`src/rtl/bkg_calib_ctrl_pkg.sv`:
```
// Shared encodings for the background-calibration controller: pipe modes,
// FSM states and the CSR register map.
package bkg_ctrl_pkg;

  typedef enum logic [1:0] {
    MODE_BYPASS   = 2'd0,
    MODE_CLEAR    = 2'd1,
    MODE_SUBTRACT = 2'd2,
    MODE_ACCUM    = 2'd3
  } mode_t;

  typedef enum logic [2:0] {
    ST_IDLE     = 3'd0,
    ST_ARM      = 3'd1,
    ST_CLEAR    = 3'd2,
    ST_ACCUM    = 3'd3,
    ST_SUBTRACT = 3'd4
  } state_t;

  localparam logic [1:0] CSR_CTRL      = 2'd0;
  localparam logic [1:0] CSR_STATUS    = 2'd1;
  localparam logic [1:0] CSR_FRAME_ID  = 2'd2;
  localparam logic [1:0] CSR_ACCUM_CNT = 2'd3;

  localparam int CTRL_START  = 0;
  localparam int CTRL_ABORT  = 1;
  localparam int CTRL_IRQ_EN = 2;
  localparam int CTRL_K_LSB  = 4;
  localparam int STAT_DONE   = 4;
  localparam int STAT_ERR    = 5;

endpackage

```
`src/rtl/bkg_calib_ctrl_frame_tracker.sv`:
```
// Follows the pipe's input-side packet framing: SOP edge detect, frame count,
// in-frame flag, frame-boundary pulse and double-SOP error pulse.
module frame_tracker #(
  parameter int FID_W = 27
) (
  input  logic             clk,
  input  logic             rst_n,
  input  logic             frame_sop,
  input  logic             frame_eop,
  output logic             in_frame,
  output logic [FID_W-1:0] frame_id,
  output logic             boundary,
  output logic             err
);

  logic sop_q;
  logic sop_rise;

  assign sop_rise = frame_sop & ~sop_q;
  assign boundary = frame_eop & in_frame;
  // An SOP edge coinciding with the closing EOP opens the next frame legally.
  assign err      = sop_rise & in_frame & ~boundary;

  always_ff @(posedge clk or negedge rst_n) begin
    if (!rst_n) begin
      sop_q    <= 1'b0;
      in_frame <= 1'b0;
      frame_id <= '0;
    end else begin
      sop_q <= frame_sop;
      if (sop_rise) begin
        frame_id <= frame_id + FID_W'(1);
        in_frame <= 1'b1;
      end else if (boundary) begin
        in_frame <= 1'b0;
      end
    end
  end

endmodule

```
`src/rtl/bkg_calib_ctrl.sv`:
```
// Host-commanded background calibration: clear, accumulate 2^k frames, then
// subtract, with every mode change aligned to a frame gap.
module bkg_calib_ctrl
  import bkg_ctrl_pkg::*;
#(
  parameter int LOG2_MAX = 6,
  parameter int FID_W    = 27
) (
  input  logic             clk,
  input  logic             rst_n,
  input  logic [1:0]       csr_address,
  input  logic             csr_read,
  input  logic             csr_write,
  input  logic [31:0]      csr_writedata,
  output logic [31:0]      csr_readdata,
  input  logic             frame_sop,
  input  logic             frame_eop,
  output logic [1:0]       bkg_mode,
  output logic [2:0]       bkg_shift,
  output logic [FID_W-1:0] frame_id,
  output logic             busy,
  output logic             irq
);

  localparam logic [2:0] K_MAX = (LOG2_MAX >= 7) ? 3'd7 : 3'(LOG2_MAX);

  logic       in_frame, boundary, err_pulse;
  state_t     state;
  mode_t      mode_r;
  logic [2:0] k_lat;
  logic       abort_pend, done_sticky, err_sticky, irq_en;
  logic [7:0] accum_cnt;

  frame_tracker #(.FID_W(FID_W)) u_tracker (
    .clk       (clk),
    .rst_n     (rst_n),
    .frame_sop (frame_sop),
    .frame_eop (frame_eop),
    .in_frame  (in_frame),
    .frame_id  (frame_id),
    .boundary  (boundary),
    .err       (err_pulse)
  );

  logic       wr_ctrl, wr_stat, cmd_start, cmd_abort, abort_now;
  logic [2:0] k_req, k_clamped;
  logic [7:0] accum_nxt, accum_tgt;
  logic       unused_wdata;

  assign wr_ctrl   = csr_write && (csr_address == CSR_CTRL);
  assign wr_stat   = csr_write && (csr_address == CSR_STATUS);
  assign cmd_abort = wr_ctrl & csr_writedata[CTRL_ABORT];
  assign cmd_start = wr_ctrl & csr_writedata[CTRL_START] & ~csr_writedata[CTRL_ABORT];
  assign abort_now = (cmd_abort && (state != ST_IDLE)) || abort_pend;
  assign k_req     = csr_writedata[CTRL_K_LSB +: 3];
  assign k_clamped = (k_req > K_MAX) ? K_MAX : k_req;
  assign accum_nxt = accum_cnt + 8'd1;
  assign accum_tgt = 8'd1 << bkg_shift;
  assign unused_wdata = ^{csr_writedata[31:7], csr_writedata[3]};

  assign busy     = (state == ST_ARM) || (state == ST_CLEAR) || (state == ST_ACCUM);
  assign irq      = done_sticky & irq_en;
  assign bkg_mode = mode_r;

  always_ff @(posedge clk or negedge rst_n) begin
    if (!rst_n) begin
      state       <= ST_IDLE;
      mode_r      <= MODE_BYPASS;
      k_lat       <= '0;
      bkg_shift   <= '0;
      abort_pend  <= 1'b0;
      done_sticky <= 1'b0;
      err_sticky  <= 1'b0;
      irq_en      <= 1'b0;
      accum_cnt   <= '0;
    end else begin
      if (wr_ctrl) irq_en <= csr_writedata[CTRL_IRQ_EN];
      if (wr_stat && csr_writedata[STAT_DONE]) done_sticky <= 1'b0;
      if (wr_stat && csr_writedata[STAT_ERR])  err_sticky  <= 1'b0;
      if (err_pulse) err_sticky <= 1'b1;

      // Restart leaves the mode alone: it only moves at the next gap (ARM -> CLEAR),
      // so a frame already in flight keeps the mode it was opened with.
      if (abort_now && (!in_frame || boundary)) begin
        state      <= ST_IDLE;
        mode_r     <= MODE_BYPASS;
        abort_pend <= 1'b0;
      end else if (cmd_start) begin
        state      <= ST_ARM;
        k_lat      <= k_clamped;
        abort_pend <= 1'b0;
      end else if (abort_now) begin
        abort_pend <= 1'b1;
      end else begin
        unique case (state)
          ST_ARM: if (!in_frame || boundary) begin
            state     <= ST_CLEAR;
            mode_r    <= MODE_CLEAR;
            bkg_shift <= k_lat;
          end
          ST_CLEAR: if (boundary) begin
            state     <= ST_ACCUM;
            mode_r    <= MODE_ACCUM;
            accum_cnt <= '0;
          end
          ST_ACCUM: if (boundary) begin
            accum_cnt <= accum_nxt;
            if (accum_nxt == accum_tgt) begin
              state       <= ST_SUBTRACT;
              mode_r      <= MODE_SUBTRACT;
              done_sticky <= 1'b1;
            end
          end
          default: ;
        endcase
      end
    end
  end

  always_ff @(posedge clk or negedge rst_n) begin
    if (!rst_n) begin
      csr_readdata <= '0;
    end else if (csr_read) begin
      unique case (csr_address)
        CSR_CTRL:      csr_readdata <= '0;
        CSR_STATUS:    csr_readdata <= {26'd0, err_sticky, done_sticky, busy, state};
        CSR_FRAME_ID:  csr_readdata <= 32'(frame_id);
        CSR_ACCUM_CNT: csr_readdata <= 32'(accum_cnt);
        default:       csr_readdata <= '0;
      endcase
    end
  end

endmodule

```
`config.mk`:
```
export PLATFORM = sky130hd
export DESIGN_NAME = bkg_calib_ctrl
export DESIGN_NICKNAME = d
export VERILOG_FILES = /design/src/rtl/bkg_calib_ctrl_pkg.sv /design/src/rtl/bkg_calib_ctrl_frame_tracker.sv /design/src/rtl/bkg_calib_ctrl.sv
export SDC_FILE = /design/constraint.sdc
export NUM_CORES = 1
export LEC_CHECK = 0
export ABC_AREA = 1
export CORE_ASPECT_RATIO = 1.75
export CORE_MARGIN = 3
export CORE_UTILIZATION = 40
export DETAILED_ROUTE_END_ITERATION = 6
export PLACE_DENSITY = 0.71
export SLEW_MARGIN = 0
export SYNTH_ARGS = -nofsm -noshare
export SYNTH_HDL_FRONTEND = slang
export SYNTH_SLANG_ARGS = --single-unit
```
`constraint.sdc`:
```
create_clock -name clk -period 2.4 [get_ports clk]
set_input_delay 0.36 -clock clk [delete_from_list [all_inputs] [get_ports clk]]
set_output_delay 0.36 -clock clk [all_outputs]
set_load 0.1 [all_outputs]
```
### Yosys cells after proc, flatten, opt, wreduce, memory -nomap -nowiden

Cells that the tools add are included.

| storage, ports and cells | value |
|---|---|
| flip-flop bits (word level) | 84 |
| memory bits (writable) | 0 |
| bits in latches | 0 |
| bits in read-only memories | 0 |
| logic and storage cells | 110 |
| memories kept | 0 |

| operators by class | value |
|---|---|
| add/subtract/negate cells | 2 |
| reduce and logical (&&, ||, !) cells | 24 |
| equal/unequal tests | 20 |
| $lt $le $gt $ge | 1 |
| bitwise operators | 14 |
| muxes and demuxes | 35 |
| shift-type cells | 1 |
| multiply operators | 0 |
| div/mod/pow operators | 0 |

Operator list:

| operator | number |
|---|---|
| one-hot mux 32 bit (4 select lines) | 1 |
| adder 27 x 1 -> 27 bit (second input constant) | 1 |
| two-way mux 3 bit | 8 |
| two-way mux 8 bit | 2 |
| one-hot mux 8 bit (2 select lines) | 1 |
| two-way mux 1 bit | 14 |
| two-way mux 2 bit | 7 |
| AND reduction 6 bit | 2 |
| != test 3 x 2 -> 1 bit (second input constant) | 3 |
| one-hot mux 3 bit (3 select lines) | 1 |
| adder 8 x 1 -> 8 bit (second input constant) | 1 |
| bitwise AND 1 bit | 8 |
| == test 8 bit | 1 |
| != test 4 x 2 -> 1 bit (second input constant) | 2 |
| != test 4 x 3 -> 1 bit (second input constant) | 2 |
| << shifter 1 x 3 -> 8 bit (first input constant) | 1 |
| AND reduction 7 bit | 1 |
| == test 3 x 2 -> 1 bit (second input constant) | 2 |
| logical AND 1 bit | 6 |
| != test 3 x 1 -> 1 bit (second input constant) | 2 |
| inverter 1 bit | 6 |
| one-hot mux 2 bit (3 select lines) | 1 |
| nonzero test 2 bit | 3 |
| nonzero test 3 bit | 2 |
| 13 further kinds | 19 |

### Logic depth before layout (Yosys ltp)

Gate-level depths: netlist of the first run.

| depth | value |
|---|---|
| depth after elaboration | 10 |
| gate-level depth with buffers | 15 |

### Hierarchy

A second synthesis of the first run with hierarchy kept.

| unflattened totals | value |
|---|---|
| cells, all modules | 528 |
| area total of the unflattened synthesis | 4,264.1 µm² |

Modules (own cells, without submodules):

| module | seq. area each (µm²) | cells each | area an instance (µm²) | times used |
|---|---|---|---|---|
| bkg_calib_ctrl | 1,251.2 | 330 | 2,683.8 | 1 |
| frame_tracker | 725.7 | 198 | 1,580.3 | 1 |

### Least setup slack after synthesis of the first run

OpenSTA, ideal clock, no wires.

| path | value |
|---|---|
| path type | register to register |
| start point | reg u_tracker.frame_id[0] |
| end point | reg u_tracker.frame_id[21] |
| required time | 2,241 ps |
| setup slack | 93 ps |
| stages on the path, launching flop included | 9 |
| buffers on the path | 0 |
| data arrival time | 2,148 ps |
| library setup time | 159 ps |
| cell sequence | dfrtp_1 > nand3_1 > nor2_2 > nand3_1 > nor2_2 > nand2_2 > nor2_2 > nand3_1 > xnor2_1 |

| on the way | value |
|---|---|
| word-level cells in the longest chain between the ends | 1 |

RTL lines:

| element | line | RTL |
|---|---|---|
| start, declared | bkg_calib_ctrl_frame_tracker.sv:11 | `output logic [FID_W-1:0] frame_id,` |
| start signal, assigned | bkg_calib_ctrl_frame_tracker.sv:32 | `frame_id <= frame_id + FID_W'(1);` |
| adder 27 x 1 -> 27 bit | bkg_calib_ctrl_frame_tracker.sv:32 |  |

Every way passes these cells.
A chain may end at the register's enable or synchronous reset.

### Worst setup path after layout of the first run

| path | value |
|---|---|
| start point | reg accum_cnt[0] |
| end point | reg state[0] |

| on the way | value |
|---|---|
| word-level cells in the longest chain between the ends | 4 |

RTL lines:

| element | line | RTL |
|---|---|---|
| start, declared | bkg_calib_ctrl.sv:32 | `logic [7:0] accum_cnt;` |
| start signal, assigned | bkg_calib_ctrl.sv:107 | `accum_cnt <= accum_nxt;` |
| adder 8 x 1 -> 8 bit | bkg_calib_ctrl.sv:57 | `assign accum_nxt = accum_cnt + 8'd1;` |
| == test 8 bit | bkg_calib_ctrl.sv:108 | `if (accum_nxt == accum_tgt) begin` |
| != test 4 x 2 -> 1 bit (no source line) | n/a |  |
| AND reduction 6 bit (no source line) | n/a |  |
| end signal, assigned | bkg_calib_ctrl.sv:67 | `state <= ST_IDLE;` |
| end signal, assigned | bkg_calib_ctrl.sv:102 | `state <= ST_ACCUM;` |
| end signal, assigned | bkg_calib_ctrl.sv:109 | `state <= ST_SUBTRACT;` |
| end, declared | bkg_calib_ctrl.sv:28 | `state_t state;` |

Every way passes these cells.

==> results of run 1 <==
## logic make-up after synthesis
family,after synthesis,share of synthesized area (%)
buffers and inverters,100,9.84
AOI/OAI and AO/OA,51,7.05
xor gates and xnor gates,29,6.30
muxes,5,1.40
other,1,0.0930
DFF,79,49.0
and+or+nand+nor,219,25.7
adders and majority gates,2,0.621
## path summary, 6_finish.rpt
check | start | end | slack, ns | cells after the start
min | rst_n | bkg_mode[0] | 0.03 | 2
max reg2reg | accum_cnt[0] | state[0] | 0.24 | 12
max | accum_cnt[0] | state[0] | 0.24 | 12
min in group clk | bkg_mode[1] | bkg_mode[1] | 0.48 | 2
max in group asynchronous | rst_n | csr_readdata[20] | 2.01 | 2
min reg2reg | bkg_mode[1] | bkg_mode[1] | 0.48 | 2
## per-layer routing
metal | track usage (%) | vias to the layer above | part of all wire [%]
li1 | - | 1732 | -
met1 | 20.0 | 1642 | 37
met2 | 33.4 | 84 | 55
met3 | 3.64 | 24 | 4.3
met4 | 8.76 | 0 | 3.1
met5 | 0 | - | 0
## layout make-up
type,instances,share of cell area [%]
tap,122,3.01
clock buffer,14,5.02
inverter,86,6.40
timing repair buffer,83,13.4
sequential,79,39.0
clock inverter,1,0.0988
multi-input combinational,311,33.0
## Yosys cell counts (10+ instances only)
cell type / count
sky130_fd_sc_hd__dfrtp_1: 79
sky130_fd_sc_hd__inv_1: 74
sky130_fd_sc_hd__inv_2: 11
sky130_fd_sc_hd__nand2_1: 88
sky130_fd_sc_hd__nand3_1: 56
sky130_fd_sc_hd__nand4_1: 13
sky130_fd_sc_hd__nor2_1: 31
sky130_fd_sc_hd__nor3_1: 10
sky130_fd_sc_hd__o21ai_0: 33
sky130_fd_sc_hd__xor2_1: 21
## metrics by stage
| step | hold WS [ns] | power [mW] |
|---|---|---|
| after floorplan | 0.0644 | 3.79 |
| after global placement | 0.419 | 4.37 |
| after detailed placement | 0.423 | 4.42 |
| after CTS | 0.0566 | 5.67 |
| after global routing | 0.0689 | 5.93 |
| final | 0.0259 | 5.62 |
## state kept, by name, summed over array words and instances (netlist names)
register / flops
abort_pend: 1
accum_cnt: 8
bkg_mode: 2
bkg_shift: 3
csr_readdata: 27
done_sticky: 1
err_sticky: 1
irq_en: 1
k_lat: 3
state: 3
u_tracker.frame_id: 27
u_tracker.in_frame: 1
u_tracker.sop_q: 1
## power by group
group / leakage (nW) / internal, mW / switching [mW]
clock: 0.127 / 0.722 / 0.500
combinational: 1.40 / 0.604 / 1.92
sequential: 1.02 / 1.58 / 0.288
==> metrics.txt, run 1 <==
# TYPE chip_impl_metric gauge
chip_impl_metric{name="finalCritPeriodShare",unit="%"} 90.0
chip_impl_metric{name="setup_viol",unit=""} 0
chip_impl_info{name="rsz_0062_raised_after_global_routing",value="no"} 1
chip_impl_metric{name="final.setup_skew",unit="ns"} 0.00466
chip_impl_metric{name="route.detailed.drc",unit=""} 0
chip_impl_metric{name="timing.critical_path.required",unit="ns"} 2.62
chip_impl_metric{name="diodes",unit=""} 0
chip_impl_info{name="worstSetupStartpointType",value="flop"} 1
chip_impl_metric{name="final_cell_count_no_fill",unit=""} 696
chip_impl_metric{name="power.density",unit="nW/µm²"} 1110
chip_impl_info{name="synth_flop_cell",value="sky130_fd_sc_hd__dfrtp_1"} 1
chip_impl_metric{name="number_of_rows_in_the_core_area",unit=""} 47
chip_impl_metric{name="placement.setup.worst_slack",unit="ns"} 0.152
chip_impl_metric{name="nFillCells",unit=""} 940
chip_impl_metric{name="area.sequential",unit="µm²"} 1980
chip_impl_metric{name="area_of_the_mapped_netlist",unit="µm²"} 4030
chip_impl_metric{name="proportion_of_synthesized_chip_area_in_sequential_cells",unit="%"} 49.0
chip_impl_metric{name="yosys.cell_types.count",unit=""} 34
chip_impl_info{name="crit_path_end_kind",value="flop"} 1
chip_impl_metric{name="max_stage_delay",unit="ns"} 0.45
chip_impl_metric{name="synthToLayoutAreaGrowth",unit="%"} 25.6
chip_impl_info{name="yosysTopAreaCell",value="sky130_fd_sc_hd__dfrtp_1"} 1
chip_impl_metric{name="boundaryPins",unit=""} 106
chip_impl_metric{name="firstDrtPassIters",unit=""} 4
chip_impl_metric{name="final_design_area_no_fill",unit="µm²"} 5060
chip_impl_metric{name="synth_top_area_share",unit="%"} 49.0
chip_impl_metric{name="grt_pass1_vias",unit=""} 3385
chip_impl_metric{name="port_buffers",unit=""} 74
chip_impl_metric{name="worst_ep_arrival_time",unit="ns"} 2.38
chip_impl_metric{name="place_congestion",unit=""} 0.878
chip_impl_metric{name="placed_instance_count",unit=""} 681
chip_impl_metric{name="maxSlewViolCount",unit=""} 0
chip_impl_metric{name="wirelength",unit="mm"} 10.1
chip_impl_metric{name="postLayoutSetupSlackWorst",unit="ns"} 0.240
chip_impl_metric{name="clk_latency",unit="ns"} 0.34
chip_impl_metric{name="cap_violations",unit=""} 0
chip_impl_metric{name="post_synth.cell_area_avg",unit="µm²"} 8.29
chip_impl_metric{name="detailroute.via_count",unit=""} 3482
chip_impl_metric{name="final_period_minus_worst_setup_slack",unit="ns"} 2.16
chip_impl_metric{name="core-area",unit="µm²"} 9640
chip_impl_info{name="cp_cell_sequence",value="ha_1 -> nand2_1 -> nor2_2 -> nand3_1 -> nand3_1 -> nand2_1 -> nor2_1 -> nand3_1 -> nand2_1 -> nand2_2 -> nand3_1 -> nand2_1"} 1
chip_impl_info{name="cts_tree",value="done"} 1
chip_impl_metric{name="peakVddDrop",unit="V"} 0.00120
chip_impl_info{name="timing_worst_setup_path_type",value="flop to flop"} 1
chip_impl_metric{name="initial_core_util",unit="%"} 41.8
chip_impl_metric{name="synth_edf_count",unit=""} 0
chip_impl_metric{name="antenna_violations_before_repair",unit=""} 0
chip_impl_metric{name="multi_input_comb_area",unit="µm²"} 1670
chip_impl_metric{name="final_nets",unit=""} 612
chip_impl_info{name="most_frequent_standard_cell_in_the_layout_excluding_fill_and_tap_cells",value="sky130_fd_sc_hd__nand2_1"} 1
chip_impl_metric{name="die-area",unit="µm²"} 11400
chip_impl_info{name="outcome",value="finished clean"} 1
chip_impl_metric{name="die_width",unit="µm"} 81.9
chip_impl_info{name="synth.top_cells.by_area",value="sky130_fd_sc_hd__dfrtp_1 49%, sky130_fd_sc_hd__nand2_1 8.2%, sky130_fd_sc_hd__nand3_1 7.0%, sky130_fd_sc_hd__inv_1 6.9%, sky130_fd_sc_hd__xor2_1 4.6%"} 1
chip_impl_metric{name="cts_max_level",unit=""} 3
chip_impl_metric{name="fp.dieH",unit="µm"} 139
chip_impl_metric{name="route.detailed.wl_per_inst",unit="µm"} 14.5
chip_impl_metric{name="utilization",unit="%"} 52.5
chip_impl_metric{name="globalRouteTotalUtil",unit="%"} 18.6
chip_impl_info{name="worst_hold_path_type",value="input pin to async pin"} 1
chip_impl_metric{name="detail_route.vias_per_cell",unit=""} 5.00
chip_impl_metric{name="postRouteAntennaNets",unit=""} 0
chip_impl_info{name="mostFrequentLayoutCells",value="88 x sky130_fd_sc_hd__nand2_1, 79 x sky130_fd_sc_hd__dfrtp_1, 74 x sky130_fd_sc_hd__inv_1"} 1
chip_impl_info{name="timing.critical_path.slowest_stage_cell",value="sky130_fd_sc_hd__dfrtp_1"} 1
chip_impl_metric{name="syn-instance-count",unit=""} 486
chip_impl_metric{name="clock-sinks",unit=""} 79
chip_impl_metric{name="synth-async-reset-ratio",unit="%"} 100
chip_impl_metric{name="finalSetupTns",unit="ns"} 0
chip_impl_metric{name="tritoncts.num_buffers",unit=""} 9
chip_impl_metric{name="count_of_endpoints_failing_hold_in_the_final_timing_report",unit=""} 0
chip_impl_metric{name="grt_first_pass_wirelength",unit="mm"} 16.2
chip_impl_metric{name="clk_pin_slew_worst_paths",unit="ns"} 0.06
chip_impl_info{name="cts.root.buffer_cell",value="sky130_fd_sc_hd__clkbuf_16"} 1
chip_impl_metric{name="cts_hold_buf",unit=""} 0
chip_impl_metric{name="gr-total-overflow",unit=""} 0
chip_impl_metric{name="dpl_wire_length",unit="mm"} 7.68
chip_impl_metric{name="drtIter0Drc",unit=""} 120
chip_impl_metric{name="synth-seq-cells",unit=""} 79
chip_impl_metric{name="clock_path_buffers",unit=""} 2
chip_impl_metric{name="yosysWarnings",unit=""} 0
chip_impl_metric{name="dpl-instance-area",unit="µm²"} 4800
chip_impl_metric{name="cts-resized-gates",unit=""} 0
chip_impl_metric{name="leakage",unit="nW"} 2.54
chip_impl_metric{name="post-cts-setup-buffers",unit=""} 0
chip_impl_metric{name="grt_max_degree",unit=""} 80
chip_impl_metric{name="cp_num_buf_inv",unit=""} 0
chip_impl_metric{name="achievable-frequency",unit="MHz"} 463
chip_impl_metric{name="final_layout_size_suffix_gt1_share",unit="%"} 20.7
chip_impl_info{name="critPathTopFamily",value="simple AND/OR/NAND/NOR gates"} 1
chip_impl_metric{name="worstPathMaxFanout",unit=""} 6
(Power assumes the default switching activity.)
==> run 2: changes to the inputs <==
SLEW_MARGIN = 10   (was 0)
==> results of run 2 <==
Final layout, timing and power as in run 1 (identical DEF).
